`config.mk`:
```
export PLATFORM = sky130hd
export DESIGN_NAME = stream_pack
export DESIGN_NICKNAME = d
export VERILOG_FILES = /design/src/rtl/stream_pack.sv
export SDC_FILE = /design/constraint.sdc
export NUM_CORES = 1
export LEC_CHECK = 0
export CELL_PAD_IN_SITES_DETAIL_PLACEMENT = 1
export CELL_PAD_IN_SITES_GLOBAL_PLACEMENT = 1
export CORE_ASPECT_RATIO = 0.8
export CORE_MARGIN = 5
export CORE_UTILIZATION = 37
export DETAILED_ROUTE_END_ITERATION = 7
export PLACE_DENSITY_LB_ADDON = 0.1
export SYNTH_ARGS = -nofsm -noshare
export SYNTH_HDL_FRONTEND = slang
export SYNTH_SLANG_ARGS = --single-unit
```
`constraint.sdc`:
```
create_clock -name clk -period 2.55 [get_ports clk]
set_input_delay 0.765 -clock clk [delete_from_list [all_inputs] [get_ports clk]]
set_output_delay 0.765 -clock clk [all_outputs]
set_load 0.03 [all_outputs]
```
`src/rtl/stream_pack.sv`:
```
// stream_pack: narrow-to-wide stream packer.
// Consecutive IW-bit beats are packed LSB-lane first into N-lane words with a
// per-lane keep mask. Up to two words are held: one in the output register and
// one in the accumulator. All outputs are registered.
// Optional feature: define STREAM_PACK_TIMEOUT_EN to flush a partially filled
// word after TIMEOUT idle cycles. Without it, partial words wait for completion.
module stream_pack #(
   parameter int IW      = 8,
   parameter int N       = 4,
   parameter int TIMEOUT = 1024
) (
   input  logic            clk,
   input  logic            rstn,
   output logic            i_rdy,
   input  logic            i_en,
   input  logic [IW-1:0]   i_data,
   input  logic            o_rdy,
   output logic            o_en,
   output logic [IW*N-1:0] o_data,
   output logic [N-1:0]    o_keep
);

   localparam int CW = $clog2(N);
   localparam logic [CW-1:0] LAST_LANE_C = CW'(N - 1);

   typedef logic [N-1:0][IW-1:0] word_t;

   // Elaboration-time parameter legality checks
   if ((N < 2) || (N > 16)) begin : g_bad_n
      $error("stream_pack: N must be within 2..16");
   end
   if ((TIMEOUT < 2) || (TIMEOUT > 65535)) begin : g_bad_timeout
      $error("stream_pack: TIMEOUT must be within 2..65535");
   end

   word_t           acc_r;
   word_t           acc_s;
   logic [CW-1:0]   cnt_r;
   logic [CW-1:0]   cnt_s;
   logic            acc_full_r;
   logic            acc_full_s;
   word_t           done_word_s;
   word_t           o_word_s;
   logic [N-1:0]    o_keep_s;
   logic            o_en_s;
   logic            accept_s;
   logic            consume_s;
   logic            out_free_s;
   logic            flush_s;

   assign accept_s   = i_en & i_rdy;
   assign consume_s  = o_en & o_rdy;
   assign out_free_s = ~o_en | o_rdy;

`ifdef STREAM_PACK_TIMEOUT_EN
   localparam logic [15:0] TMO_C = 16'(TIMEOUT);

   logic [15:0]  idle_r;
   logic [15:0]  idle_s;
   word_t        part_keep_word_unused_s;
   logic [N-1:0] part_keep_s;

   assign part_keep_word_unused_s = '0;

   // Keep mask of a partial word: lanes below the current fill count
   always_comb begin
      part_keep_s = {N{1'b0}};
      for (int k = 0; k < N; k++) begin
         if (k < int'(cnt_r)) begin
            part_keep_s[k] = 1'b1;
         end else begin
            part_keep_s[k] = 1'b0;
         end
      end
   end

   // Idle counter: runs only while a partial word sits waiting, saturates
   always_comb begin
      idle_s = idle_r;
      if (accept_s || (cnt_r == {CW{1'b0}})) begin
         idle_s = 16'd0;
      end else if (!acc_full_r && (idle_r != TMO_C)) begin
         idle_s = idle_r + 16'd1;
      end else begin
         idle_s = idle_r;
      end
   end

   // A non-empty partial word is flushed once idle long enough and the output is free
   assign flush_s = (idle_r == TMO_C) && (cnt_r != {CW{1'b0}}) && !accept_s && out_free_s;

   // Idle counter register
   always_ff @(posedge clk or negedge rstn) begin
      if (!rstn) begin
         idle_r <= 16'd0;
      end else begin
         idle_r <= idle_s;
      end
   end
`else
   assign flush_s = 1'b0;
`endif

   // Accumulator contents with the incoming beat dropped into the current lane
   always_comb begin
      done_word_s        = acc_r;
      done_word_s[cnt_r] = i_data;
   end

   // Next-state logic: drain pending word, else take a beat, else flush on timeout
   always_comb begin
      acc_s      = acc_r;
      cnt_s      = cnt_r;
      acc_full_s = acc_full_r;
      o_word_s   = o_data;
      o_keep_s   = o_keep;
      if (consume_s) begin
         o_en_s = 1'b0;
      end else begin
         o_en_s = o_en;
      end

      if (acc_full_r && out_free_s) begin
         o_word_s   = acc_r;
         o_keep_s   = {N{1'b1}};
         o_en_s     = 1'b1;
         acc_full_s = 1'b0;
         cnt_s      = {CW{1'b0}};
         acc_s      = '0;
      end else if (accept_s) begin
         if (cnt_r != LAST_LANE_C) begin
            acc_s = done_word_s;
            cnt_s = cnt_r + CW'(1);
         end else if (out_free_s) begin
            // Last lane with a free output: bypass the accumulator
            o_word_s = done_word_s;
            o_keep_s = {N{1'b1}};
            o_en_s   = 1'b1;
            cnt_s    = {CW{1'b0}};
            acc_s    = '0;
         end else begin
            acc_s      = done_word_s;
            acc_full_s = 1'b1;
         end
      end else if (flush_s) begin
`ifdef STREAM_PACK_TIMEOUT_EN
         o_keep_s = part_keep_s;
`else
         o_keep_s = {N{1'b1}};
`endif
         o_word_s = acc_r;
         o_en_s   = 1'b1;
         cnt_s    = {CW{1'b0}};
         acc_s    = '0;
      end else begin
         cnt_s = cnt_r;
      end
   end

   // State and registered outputs
   always_ff @(posedge clk or negedge rstn) begin
      if (!rstn) begin
         acc_r      <= '0;
         cnt_r      <= {CW{1'b0}};
         acc_full_r <= 1'b0;
         i_rdy      <= 1'b1;
         o_en       <= 1'b0;
         o_data     <= {(IW*N){1'b0}};
         o_keep     <= {N{1'b0}};
      end else begin
         acc_r      <= acc_s;
         cnt_r      <= cnt_s;
         acc_full_r <= acc_full_s;
         i_rdy      <= ~acc_full_s;
         o_en       <= o_en_s;
         o_data     <= o_word_s;
         o_keep     <= o_keep_s;
      end
   end

endmodule

```
==> flow_summary.ini <==
[clock_tree]
cts_buffer_depth = 2
cts_setup_buffers = 0
root_buffer = clkbuf_16
postCtsResizedCells = 0
clk_transition_reported_paths_ns = 0.06
tritoncts = yes
cts_max_level = 3
clkLatencyLatePin_ns = 0.34
hold_buffers = 0
cts.sinks = 70
numCtsBuffers = 9

[setup_path]
regToRegSetupSlack_ns = 0.63
path_cells = clkdlybuf4s50_1
cp.arrival_ns = 1.71
slowest_stage = clkdlybuf4s50_1
reg2reg_from = cnt_r[0]
cp-start-kind = register
crit_path_max_incr_delay_ns = 0.71
rr_endpoint = o_data[27]
worst_setup_path_end_kind = output port
required_ns = 1.79
rr_worst_depth = 5
cp.buffers_inverters = 1
crit_fanout = 14
critPathKind = register to output port
crit_family = buffers and inverters

[drt]
via_count = 2900
viasPerCell = 5.45
wl_per_cell_um = 20.0
drtIter0Drc = 139
drc = 0
drt-pass1-iter-count = 4
drt-total-wl_mm = 10.7
postRouteAntennaNets = 0

[grt]
grt_usage = 0.174
antenna_found_initial = 2
grt_pass1_wl_mm = 17.5
grt_start_max_net_pins = 71
grt_pass1_vias = 3061
overflow = 0

[run]
drv_cap = 0

[floorplanning]
rows = 34
initial_core_util = 0.375
die_y_um = 103
die_w_um = 127
ios = 50
die_area_um2 = 13100
core_um2 = 10800

[placement]
dp.cells = 516
io_buffer_count = 49
place_ws_ns = 0.133
dpl.hpwl_mm = 7.01
gp_congestion = 0.757

[min_path]
holdCritPathClass = input port to asynchronous set/reset pin

[timing]
worst_pin_slew_ns = 0.596
rsz0062_at_grt = false
finalCritPeriodShare = 0.970
fmax_mhz = 404
relSlewSlack = 0.603
hold_viol = 0
slew_violations = 0
hold_slack_ns = 0.442
layout_setup_ws_ns = 0.0777
fin_skew_ns = 0.00897
fin_tns_setup_ns = 0
setup_viol = 0
period_needed_ns = 2.47

[logic_synthesis]
syn_area_per_cell_um2 = 11.8
ys_seq_area_frac = 0.435
async_reset_ff_frac = 1.00
syn_area_um2 = 4030
synth_seq_cells = 70
synth_warnings = 0
synth.net_count = 360
netlist_instances = 343
synth_edf_count = 0
synth_cell_types = 35
synth_ff_type = dfrtp_1

[cells_and_area]
fin_cells = 532
utilization = 0.459
n_antenna_cell = 0
final.fill_count = 1143
syn_to_final_growth_pct = 22.4
nets = 400
layout-drive-gt1-share = 0.263

[power]
power-per-cell-area_nw_per_um2 = 1420
seqPwrFrac = 0.284
cell_internal_pwr_mw = 4.35
p_comb_frac = 0.532
p_switching_mw = 2.64
vdd_drop_max_mv = 0.521
swShare = 0.378
clkPwrFrac = 0.184
leakagePower_nw = 2.15

[outcome]
status = finished, final reports clean
## layer usage
metal,share of wire,up-vias,global-route usage
met5,0,-,0
met1,0.50,1517,0.242
li1,-,1325,-
met2,0.46,49,0.278
met3,0.034,9,0.0354
met4,0.010,0,0.0495
## power groups by stage
stage | Sequential (mW) | Combinational [mW] | Clock [mW]
finish | 1.99 | 3.72 | 1.29
global route | 2.07 | 4.01 | 1.37
CTS | 2.00 | 3.77 | 1.32
detailed placement | 2.01 | 3.75 | 0
global placement | 1.98 | 3.69 | 0
floorplan | 2.41 | 2.29 | 0
## worst max path at each step
stage           from         to  slack [ns]  depth (start not counted)
2_1_floorplan  o_rdy  o_data[0]        0.76                          5
3_3_place_gp    i_en  acc_r[30]        0.18                          5
3_5_place_dp    i_en  acc_r[24]        0.13                          5
4_1_cts        i_rdy      i_rdy        0.07                          1
5_1_grt        i_rdy      i_rdy        0.04                          1
6_report       i_rdy      i_rdy        0.08                          1
## layout by cell type (no fill, tap or decap), types with 5 or more instances in the layout
cell,n
a22o_1,7
and3_1,9
buf_4,9
clkbuf_16,9
clkdlybuf4s50_1,48
dfrtp_1,69
ha_1,5
mux2_2,9
mux2_4,53
nand2_1,23
nor2b_1,22
o211ai_1,50
o21ai_0,25
## synth_stat cells, types with 4 or more instances
cell / instances / share of area
and3_1: 9 / 0.014
nor2b_1: 23 / 0.036
inv_1: 4 / 0.0037
clkbuf_1: 17 / 0.016
nand2_1: 23 / 0.021
buf_2: 5 / 0.0062
buf_4: 4 / 0.0074
o211ai_1: 50 / 0.093
nor2_1: 4 / 0.0037
dfrtp_1: 69 / 0.43
o21ai_0: 25 / 0.031
ha_1: 5 / 0.016
mux2_4: 53 / 0.20
mux2_2: 9 / 0.025
nand3_1: 4 / 0.0050
a22o_1: 7 / 0.015
buf_6: 4 / 0.011
## state kept, by name, summed over array words and instances (netlist names)
| signal | cells |
|---|---|
| i_rdy | 1 |
| cnt_r | 2 |
| o_en | 1 |
| o_keep | 1 |
| acc_full_r | 1 |
| o_data | 32 |
| acc_r | 32 |
## kinds of logic after synthesis
| group | synth area share |
|---|---|
| buf+inv | 0.0602 |
| mux | 0.222 |
| fa+ha+maj | 0.0155 |
| compound gates | 0.162 |
| simple gates | 0.105 |
| flops | 0.435 |
## final cells by class
cell class	count	area (µm²)	area share
inverters	5	18.8	0.00380
multi-input cells	235	2050	0.415
clock buffers	13	260	0.0527
well taps	144	180	0.0365
flip-flops and latches	70	1750	0.355
clock inverters	3	42.5	0.00862
repair buffers	62	633	0.128
## through the flow
step / power [mW] / instance area [µm²]
floorplan: 4.69 / 4030
global placement: 5.66 / 4630
detailed placement: 5.76 / 4630
CTS: 7.09 / 4940
global route: 7.46 / 4940
finish: 7.00 / 4940
Note: power is estimated with default switching activity, not from simulation.
